File: src/rtl/multicycle_controller.sv
// multicycle_controller: FSM-sequenced main decoder with NZCV flags and condition gating
// for a shared-memory ARM-subset datapath, with optional wait-stated memory handshake.
module multicycle_controller #(
  parameter int unsigned ALU_OP_W = 3,
  parameter bit ENABLE_SHIFT = 1'b1,
  parameter bit MEM_WAIT = 1'b0
) (
  input  logic                clk,
  input  logic                rst_n,
  input  logic [3:0]          cond,
  input  logic [1:0]          op,
  input  logic [5:0]          funct,
  input  logic [3:0]          ALU_flags,
  input  logic                mem_ready,
  output logic                pc_write,
  output logic                ir_write,
  output logic                adr_src,
  output logic                mem_write,
  output logic                reg_write,
  output logic                reg_A2src,
  output logic                imm_src,
  output logic                alu_srcA,
  output logic [1:0]          alu_srcB,
  output logic [ALU_OP_W-1:0] alu_op,
  output logic                shift_dir,
  output logic                aluorshft,
  output logic [1:0]          result_src,
  output logic                illegal
);
  localparam logic [3:0] S_FETCH = 4'd0, S_DECODE = 4'd1, S_MEMADR = 4'd2, S_MEMREAD = 4'd3,
                         S_MEMWB = 4'd4, S_MEMWRITE = 4'd5, S_EXECR = 4'd6, S_EXECI = 4'd7,
                         S_EXECS = 4'd8, S_ALUWB = 4'd9, S_BRANCH = 4'd10;
  logic [3:0] state_q, state_d, flags_q, flags_d;
  logic       ce_q, ce_d, cond_ex, rdy, is_cmp, cmd_ok, bad, upd, arith;
  logic [3:0] cmd;
  logic [1:0] alu_c;
  logic       pcw, irw, adr, mw, rw, a2, imm, sa, sd, aos, ill;
  logic [1:0] sb, rs, aop;
  assign rdy    = MEM_WAIT ? mem_ready : 1'b1;
  assign cmd    = funct[4:1];
  assign is_cmp = (op == 2'b00) && (cmd == 4'b1010);
  assign cmd_ok = cmd == 4'b0100 || cmd == 4'b0010 || cmd == 4'b0000 || cmd == 4'b1100 || cmd == 4'b1010;
  assign bad    = (op == 2'b00 && !cmd_ok) || (op == 2'b11 && !ENABLE_SHIFT);
  assign alu_c  = cmd == 4'b0100 ? 2'd0 : (cmd == 4'b0010 || cmd == 4'b1010) ? 2'd1 :
                  cmd == 4'b0000 ? 2'd2 : 2'd3;
  assign arith  = (op == 2'b00) && !alu_c[1];
  always_comb begin
    case (cond)
      4'b0000: cond_ex = flags_q[2];
      4'b0001: cond_ex = ~flags_q[2];
      4'b0010: cond_ex = flags_q[1];
      4'b0011: cond_ex = ~flags_q[1];
      4'b0100: cond_ex = flags_q[3];
      4'b0101: cond_ex = ~flags_q[3];
      4'b0110: cond_ex = flags_q[0];
      4'b0111: cond_ex = ~flags_q[0];
      4'b1000: cond_ex = flags_q[1] & ~flags_q[2];
      4'b1001: cond_ex = ~flags_q[1] | flags_q[2];
      4'b1010: cond_ex = flags_q[3] == flags_q[0];
      4'b1011: cond_ex = flags_q[3] != flags_q[0];
      4'b1100: cond_ex = ~flags_q[2] & (flags_q[3] == flags_q[0]);
      4'b1101: cond_ex = flags_q[2] | (flags_q[3] != flags_q[0]);
      4'b1110: cond_ex = 1'b1;
      default: cond_ex = 1'b0;
    endcase
  end
  // Condition is captured at DECODE so a flag-setting instruction is gated by pre-update flags
  assign ce_d = (state_q == S_DECODE) ? cond_ex : ce_q;
  // Shifts carry no S bit (funct[0] is direction), so they always update N,Z when executed
  assign upd = ce_q && (state_q == S_EXECS ||
               ((state_q == S_EXECR || state_q == S_EXECI) && (funct[0] || is_cmp)));
  assign flags_d = !upd ? flags_q : arith ? ALU_flags : {ALU_flags[3:2], flags_q[1:0]};
  always_comb begin
    state_d = state_q;
    case (state_q)
      S_FETCH:    state_d = rdy ? S_DECODE : S_FETCH;
      S_DECODE:   state_d = bad ? S_FETCH : op == 2'b01 ? S_MEMADR : op == 2'b10 ? S_BRANCH :
                            op == 2'b11 ? S_EXECS : funct[5] ? S_EXECI : S_EXECR;
      S_MEMADR:   state_d = funct[0] ? S_MEMREAD : S_MEMWRITE;
      S_MEMREAD:  state_d = rdy ? S_MEMWB : S_MEMREAD;
      S_MEMWRITE: state_d = rdy ? S_FETCH : S_MEMWRITE;
      S_EXECR, S_EXECI, S_EXECS: state_d = S_ALUWB;
      default:    state_d = S_FETCH;
    endcase
  end
  always_comb begin
    {pcw, irw, adr, mw, rw, a2, imm, sa, sd, aos, ill} = '0;
    sb  = 2'd0;
    rs  = 2'd0;
    aop = 2'd0;
    case (state_q)
      S_FETCH:    begin irw = rdy; pcw = rdy; sa = 1'b1; sb = 2'd2; rs = 2'd2; end
      S_DECODE:   begin sa = 1'b1; sb = 2'd2; ill = bad; end
      S_MEMADR:   begin sb = 2'd1; a2 = ~funct[0]; end
      S_MEMREAD:  adr = 1'b1;
      S_MEMWB:    begin rs = 2'd1; rw = ce_q; end
      S_MEMWRITE: begin adr = 1'b1; a2 = 1'b1; mw = ce_q; end
      S_EXECR:    aop = alu_c;
      S_EXECI:    begin sb = 2'd1; aop = alu_c; end
      S_EXECS:    begin aos = 1'b1; sd = funct[0]; end
      S_ALUWB:    begin rw = ce_q & ~is_cmp; aos = op == 2'b11; end
      S_BRANCH:   begin sb = 2'd1; imm = 1'b1; rs = 2'd2; pcw = ce_q; end
      default:    ;
    endcase
  end
  assign pc_write   = rst_n & pcw;
  assign ir_write   = rst_n & irw;
  assign adr_src    = rst_n & adr;
  assign mem_write  = rst_n & mw;
  assign reg_write  = rst_n & rw;
  assign reg_A2src  = rst_n & a2;
  assign imm_src    = rst_n & imm;
  assign alu_srcA   = rst_n & sa;
  assign alu_srcB   = {2{rst_n}} & sb;
  assign alu_op     = {ALU_OP_W{rst_n}} & {{(ALU_OP_W-2){1'b0}}, aop};
  assign shift_dir  = rst_n & sd;
  assign aluorshft  = rst_n & aos;
  assign result_src = {2{rst_n}} & rs;
  assign illegal    = rst_n & ill;
  always_ff @(posedge clk or negedge rst_n) begin
    if (!rst_n) begin
      state_q <= S_FETCH;
      flags_q <= 4'b0000;
      ce_q    <= 1'b0;
    end else begin
      state_q <= state_d;
      flags_q <= flags_d;
      ce_q    <= ce_d;
    end
  end
endmodule

File: config.mk
export PLATFORM = sky130hd
export DESIGN_NAME = multicycle_controller
export DESIGN_NICKNAME = d
export VERILOG_FILES = /design/src/rtl/multicycle_controller.sv
export SDC_FILE = /design/constraint.sdc
export NUM_CORES = 1
export LEC_CHECK = 0
export ABC_AREA = 1
export CORE_MARGIN = 3
export CORE_UTILIZATION = 30
export CTS_BUF_LIST = sky130_fd_sc_hd__clkbuf_4 sky130_fd_sc_hd__clkbuf_8 sky130_fd_sc_hd__clkbuf_16
export CTS_CLUSTER_DIAMETER = 50
export CTS_CLUSTER_SIZE = 14
export DETAILED_ROUTE_END_ITERATION = 10
export GPL_TIMING_DRIVEN = 0
export PLACE_DENSITY = 0.66
export SLEW_MARGIN = 20
export SYNTH_ARGS = -nofsm -noshare
export SYNTH_HDL_FRONTEND = slang
export SYNTH_SLANG_ARGS = --single-unit
File: constraint.sdc
create_clock -name clk -period 1.2 [get_ports clk]
set_input_delay 0.24 -clock clk [delete_from_list [all_inputs] [get_ports clk]]
set_output_delay 0.24 -clock clk [all_outputs]
set_load 0.02 [all_outputs]
# After elaboration in Yosys (flattened, before gate mapping)
# Index checks and enable logic that the tools add are counted.
# word_totals
word_cells	113
output_inout_bits	18
register_bits	9
# op_classes
n_reduce_logical	26
bitwise_logic	25
mux	25
n_eq_ne	33
# op_table
cell	count
== test 4 bit, second input constant	12
== test 4 x 3 -> 1 bit, second input constant	9
== test 4 x 2 -> 1 bit, second input constant	5
case mux 4 bit (5 select lines)	1
two-way mux 4 bit	4
case mux 1 bit (15 select lines)	1
AND 1 bit	14
zero test 4 bit	3
two-way mux 1 bit	9
== test 4 x 1 -> 1 bit, second input constant	2
logical OR 1 bit	8
case mux 1 bit (2 select lines)	4
case mux 2 bit (2 select lines)	2
OR reduction 2 bit	4
two-way mux 2 bit	3
inverter 1 bit	6
OR reduction 3 bit	2
logical AND 1 bit	5
AND 2 bit	2
== test 2 bit, second input constant	2
AND 3 x 2 -> 3 bit	1
two-way mux 3 bit	1
== test 2 x 1 -> 1 bit, second input constant	1
zero test 1 bit	2
other kinds (5)	6

# Longest topological paths before layout
# Gate-level depths: netlist (run 1).
# depth
depth_word	9
mapped_depth	11

# Worst setup path before layout (run 1)
# OpenSTA, ideal clock, no wires.
# synth_timing
kind	register to output
startpoint	register state_q[2]
endpoint	output aluorshft
stages_incl_launch_ff	4
arrival_time_ps	1586
setup_slack_ps	-626
required_time_ps	960
n_path_buf	0
cell_sequence	dfrtp_1 -> inv_1 -> nand2_1 -> a2111oi_0
# synth_between
elab_chain_len	3
word_cells_on_any_way	4
cone_classes	eq/ne (2); mux (1); bitwise (1)
# synth_rtl
element	line	text
start, declared	33	logic [3:0] state_q, state_d, flags_q, flags_d;
start signal, assigned	126	state_q <= state_d;
== test 4 bit	91	case (state_q)
case mux 1 bit (2 select lines) (*)	91	
AND 1 bit (*)	117	assign aluorshft = rst_n & aos;
end, declared	26	output logic aluorshft,
# Mark *: on every way between the ends. The rest lies on a longest branch, timed or not.

# Worst setup path after layout (run 1)
# layout_timing
startpoint	register state_q[1]
endpoint	output pc_write
# layout_between
elab_chain_len	3
word_cells_on_any_way	4
cone_classes	eq/ne (1); mux (1); bitwise (1); reduce/logical (1)
# layout_rtl
element	line	text
== test 4 bit / zero test 4 bit (equally long branches)	91	
case mux 1 bit (2 select lines) (*)	91	
AND 1 bit (*)	106	assign pc_write = rst_n & pcw;
end, declared	15	output logic pc_write,
# Marks and branches as above.

==> flow_metrics.py, run 1 <==
metrics = {
    "timing": {
        "fin_crit_ns": 1.69,
        "fin_ws_ns": -0.488,
        "max_freq_mhz": 592,
        "timing.final.crit_share_pct": 141,
        "rsz0062_at_grt": "yes",
        "finClkSkew_ns": 0.0000680,
        "slew_violations": 0,
        "hold_viol_final": 0,
        "setup_violations": 26,
    },
    "route": {
        "wl_per_cell_microns": 13.4,
        "drt.antenna.violating_nets": 0,
        "first_iter_violations": 46,
        "dr.pass1.iters": 4,
        "via_per_inst": 4.98,
        "wl_microns": 3370,
        "vias": 1256,
        "drc_errors": 0,
    },
    "global_route": {
        "grt_use_met3_pct": 4.04,
        "grt_overflow_total": 0,
        "grt_pass1_wl_microns": 4720,
        "grt_most_used_layer": "met2",
        "track_usage_pct": 16.7,
        "grt_pass1_vias": 1120,
        "met2_usage_pct": 27.6,
        "antenna_found_initial": 0,
        "use_met1_pct": 22.7,
        "grt_max_degree": 13,
    },
    "cells_and_area": {
        "fin_nets": 241,
        "n_antenna_cell": 0,
        "fin_area_sq_um": 1750,
        "syn2layout_area_growth_pct": 95.0,
        "n_fill_cell": 242,
        "drive_above_1_share_pct": 52.0,
        "fin_util_pct": 62.3,
    },
    "pwr": {
        "power_mw": 2.87,
        "p_per_area_nw_per_um2": 1640,
        "worst_ir_drop_vdd_v": 0.000879,
        "p_leak_nw": 0.852,
    },
    "synth": {
        "netlist_area_sq_um": 896,
        "synth.avg_cell_area_sq_um": 5.63,
        "synth_top_area_cell": "dfrtp_1",
        "netlist.area_leader.share_pct": 25.1,
        "netlist_top_cells_area": "dfrtp_1, nand2_1, inv_1",
        "synth.distinct_cells": 21,
        "ys_seq_area_share_pct": 25.1,
        "syn_nets": 178,
        "netlist_instances": 159,
        "synth-seq-cells": 9,
        "ys_warn_count": 0,
    },
    "clock_tree": {
        "htreeDepth": 1,
        "clkSinkCount": 9,
        "cts_tree": "yes",
        "cts_buffers": 3,
        "clk_pin_slew_worst_paths_ns": 0.06,
        "root_buffer": "clkbuf_4",
        "clock_path_buffers": 2,
        "clk_latency_ns": 0.25,
    },
    "setup_path": {
        "reg2reg_from": "state_q[1]",
        "required_ns": 0.96,
        "worstSetupPathType": "reg -> out",
        "endpoint_kind": "output pin",
        "timing.critical_path.fanout_max": 6,
        "critPathArrivalTime_ns": 1.45,
        "worst_setup_path_start_kind": "register",
        "crit_start": "state_q[1]",
    },
    "placed_design": {
        "numPortBuffers": 34,
        "post_dp_cell_area_sq_um": 1370,
        "routabilityCongestion": 0.873,
        "post-place-ws_ns": -1.66,
        "place.detailed.hpwl_microns": 2220,
    },
    "floorplan": {
        "die_y_microns": 60.6,
        "row_count": 19,
        "dieArea_sq_um": 3680,
        "start_util_pct": 31.9,
        "die_w_microns": 60.6,
        "pin_count": 37,
        "core_area_sq_um": 2810,
    },
    "min_path": {
        "hold_class": "in -> reg",
        "min_from": "op[1]",
    },
    "job": {
        "cap_violations": 0,
    },
    "status": {
        "status": "finished, violations left",
        "violations": "setup timing",
    },
}
==> cells by family after synthesis <==
| kind of cell | after synthesis | share of synthesized area, % |
|---|---|---|
| DFF | 9 | 25.1 |
| buffers and inverters | 34 | 15.1 |
| AOI/OAI and AO/OA | 17 | 10.9 |
| other | 1 | 0.419 |
| and+or+nand+nor | 98 | 48.5 |
==> power breakdown <==
part	total, mW	switching, mW	internal (mW)
registers	0.598	0.178	0.420
logic	2.02	1.10	0.914
clock network	0.253	0.103	0.151
==> path summary, 6_finish.rpt <==
check / slack [ns] / endpoint / cells past startpoint
max: -0.49 / pc_write / 7
max in group asynchronous: 0.36 / state_q[0] / 2
min in group asynchronous: 0.51 / ce_q / 2
max reg2reg: -0.40 / flags_q[0] / 12
min: 0.44 / state_q[3] / 3
min reg2reg: 0.52 / flags_q[1] / 2
==> metrics by stage <==
stage / hold slack (ns) / std cells / TNS, ns
global route: 0.446 / 252 / -11.03
detailed placement: 0.510 / 224 / -27.71
finish: 0.436 / 252 / -9.23
CTS: -0.186 / 243 / -7.63
global placement: 0.502 / 224 / -27.13
floorplan: -0.0556 / 159 / -1.30
==> registers in the layout (all words and copies together), names as in the netlist <==
name and count:
state_q 4, ce_q 1, flags_q 4
==> cell usage in the layout (no fill, tap or decap), types with 5 or more instances in the layout <==
master / synthesis / layout
nand2_2: 1 / 8
nand3_1: 18 / 14
clkbuf_4: 0 / 5
dlygate4sd2_1: 0 / 10
nor2_4: 3 / 11
dfrtp_1: 9 / 5
buf_4: 2 / 29
nand2_1: 45 / 34
nor2_1: 21 / 12
buf_6: 0 / 14
inv_2: 3 / 16
inv_1: 28 / 14
clkdlybuf4s50_1: 0 / 6
==> critical path: stages (launching register included) <==
cell     delay [ns]
dfrtp_2        0.48
inv_2          0.07
nor2_2         0.10
inv_2          0.07
nor2_4         0.14
nand2_4        0.08
o22ai_2        0.10
buf_6          0.14
==> cell type report <==
| class | instances | area (sq um) | area share (%) |
|---|---|---|---|
| Timing Repair Buffer | 58 | 518 | 29.7 |
| Sequential cell | 9 | 230 | 13.2 |
| Buffer | 3 | 22.5 | 1.29 |
| Tap cell | 31 | 38.8 | 2.22 |
| Inverter | 31 | 119 | 6.81 |
| Clock buffer | 4 | 30.0 | 1.72 |
| Multi-Input combinational cell | 116 | 788 | 45.1 |
==> Yosys cell counts <==
library cell / count
a21oi_1: 6
nor2_4: 3
nand4_1: 3
nand2_1: 45
a211oi_1: 1
nor2_2: 2
a21boi_0: 1
nor3_1: 5
a31oi_1: 2
nand2_2: 1
clkbuf_1: 1
buf_4: 2
o22ai_1: 1
dfrtp_1: 9
inv_2: 3
inv_1: 28
o21ai_0: 5
conb_1: 1
nor2_1: 21
nand3_1: 18
a2111oi_0: 1
==> timing repair <==
action	4_1_cts	5_1_grt
resized for setup	144	27
pin swaps	11	12
setup buffers	15	8
setup endpoints to repair	25	25
hold endpoints to repair	9	9
==> routing by layer <==
metal  wire length (microns)  vias to the layer above
met5                       0                        -
met4                      19                        0
met3                     176                        4
met2                    1790                       32
met1                    1390                      597
li1                        -                      623
(Power assumes the default switching activity.)
==> run 2: changes to the inputs <==
CORE_MARGIN = 1   (was 3)
clock period = 1.4 ns   (was 1.2 ns; I/O delays follow)
==> run 2 against run 1 <==
  * Total power shrank 20%
  * Sequential share of layout area grew 0.92 points
  * Highest routed layer unchanged
  * Register-to-register slack gained 0.25 ns
  * Count of clock-buffer cells in the layout is the same
  * The flow still finishes with violations (setup timing)
  * Cell count shrank 2.4%
  * Utilization shrank 3.6 points
  * Global-route usage grew 2.2 points
==> flow_metrics.py, run 2 (same netlist as run 1, synthesis figures left out) <==
metrics = {
    "status": {
        "status": "finished, violations left",
        "violations": "setup timing",
    },
    "setup_path": {
        "path_cells": "inv_2, nor2_4, inv_2, nor2_4, nand2_2, a21oi_4, buf_6",
        "slowest_stage": "dfrtp_2",
        "timing.critical_path.fanout_max": 5,
        "endpoint_kind": "output pin",
        "critPathArrivalTime_ns": 1.51,
        "worstSetupPathType": "reg -> out",
        "required_ns": 1.12,
        "slowest_delay_ns": 0.46,
        "worst_setup_path_start_kind": "register",
    },
    "route": {
        "first_iter_violations": 65,
        "drc_errors": 0,
        "dr.pass1.iters": 4,
        "vias": 1245,
        "wl_microns": 3270,
        "via_per_inst": 5.06,
        "wl_per_cell_microns": 13.3,
        "drt.antenna.violating_nets": 0,
    },
    "placed_design": {
        "dp.cells": 224,
        "routabilityCongestion": 0.897,
        "place.detailed.hpwl_microns": 2040,
        "numPortBuffers": 34,
        "post-place-ws_ns": -1.55,
        "post_dp_cell_area_sq_um": 1330,
    },
    "floorplan": {
        "die_w_microns": 56.6,
        "start_util_pct": 32.2,
        "row_count": 19,
        "core_area_sq_um": 2780,
        "dieArea_sq_um": 3210,
        "pin_count": 37,
        "die_y_microns": 56.6,
    },
    "pwr": {
        "pwr-share-comb_pct": 67.6,
        "p_int_mw": 1.18,
        "p_seq_share_pct": 22.1,
        "power.switching_mw": 1.11,
        "p_leak_nw": 0.799,
        "pwr-share-clk_pct": 10.4,
        "swShare_pct": 48.4,
        "worst_ir_drop_vdd_v": 0.00103,
        "p_per_area_nw_per_um2": 1400,
    },
    "global_route": {
        "track_usage_pct": 18.9,
        "grt_pass1_vias": 1078,
        "grt_pass1_wl_microns": 4730,
        "grt_overflow_total": 0,
        "antenna_found_initial": 0,
        "grt_max_degree": 11,
    },
    "timing": {
        "max_freq_mhz": 559,
        "timing.final.crit_share_pct": 128,
        "setup_violations": 22,
        "hold_viol_final": 0,
        "rsz0062_at_grt": "yes",
        "fin_ws_ns": -0.388,
        "slew_violations": 0,
        "fin_crit_ns": 1.79,
        "finClkSkew_ns": 0.0139,
    },
    "cells_and_area": {
        "fin_area_sq_um": 1630,
        "syn2layout_area_growth_pct": 82.3,
        "final_cell_mix": "nand2_1, buf_4, inv_1, nand3_1",
        "drive_above_1_share_pct": 43.7,
        "fin_nets": 235,
        "n_antenna_cell": 0,
        "reg_top3": "flags_q: 4 flops, state_q: 4 flops, ce_q: 1 flops",
        "mostFrequentLayoutCell": "nand2_1",
        "finalNonFillerCells": 246,
    },
    "min_path": {
        "hold_class": "in -> reg",
    },
    "clock_tree": {
        "clkSinkCount": 9,
        "htreeDepth": 1,
        "cts_buffers": 3,
        "clock_path_buffers": 2,
        "clk_pin_slew_worst_paths_ns": 0.07,
        "root_buffer": "clkbuf_4",
        "clk_latency_ns": 0.28,
        "cts_tree": "yes",
    },
    "job": {
        "cap_violations": 0,
    },
}
## run 2: through the flow
stage / utilization (%) / total power, mW / hold slack, ns / TNS, ns
after floorplan: - / 1.11 / -0.0156 / -0.354
after global placement: 47.6 / 1.44 / 0.506 / -23.66
after detailed placement: 47.6 / 1.45 / 0.507 / -23.78
after CTS: 55.1 / 2.03 / 0.436 / -4.18
after global routing: 58.7 / 2.41 / 0.466 / -7.06
final: 58.7 / 2.29 / 0.436 / -5.64
## run 2: layer usage
metal	global-route usage (%)	share of wire [%]
met1	24.7	43
met2	30.1	49
met3	2.53	6.1
met4	10.1	2.3
met5	0	0
## run 2: critical path: cells and delay by family, from the launching register on
family / cells / cell delay [ns]
AO/OA/AOI/OAI: 1 / 0.15
AND/OR/NAND/NOR: 3 / 0.32
buffers and inverters: 3 / 0.28
flip-flops: 1 / 0.46
## run 2: area by class of cell
class	instances	area, sq um
repair buffers	52	472
clock buffers	4	30.0
plain buffers	3	22.5
inverters	31	119
fillers	251	1150
flip-flops and latches	9	230
multi-input cells	116	721
well taps	31	38.8
## run 2: repair_timing
action | CTS | global route
gates resized for setup | 138 | 26
hold buffers | 1 | 0
pin swaps | 11 | 9
endpoints found under the hold margin | 9 | 0
buffers inserted | 13 | 4
gates cloned | 0 | 0
endpoints found under the setup margin | 21 | 22
## run 2: power groups by stage
stage	clock network [mW]	registers, mW	logic [mW]
after CTS	0.236	0.473	1.32
after global routing	0.249	0.515	1.65
after detailed placement	0	0.468	0.983
final	0.237	0.505	1.55
after global placement	0	0.465	0.977
after floorplan	0	0.439	0.672
## run 2: worst paths after layout
path / startpoint / end / slack [ns] / cells past startpoint
worst max-delay path: state_q[1] / reg_A2src / -0.39 / 7
worst min-delay path: op[1] / state_q[3] / 0.44 / 3
worst max register to register: state_q[1] / flags_q[0] / -0.15 / 11
worst min register to register: flags_q[1] / flags_q[1] / 0.53 / 2
max in group asynchronous: rst_n / state_q[1] / 0.57 / 2
min in group asynchronous: rst_n / ce_q / 0.50 / 2
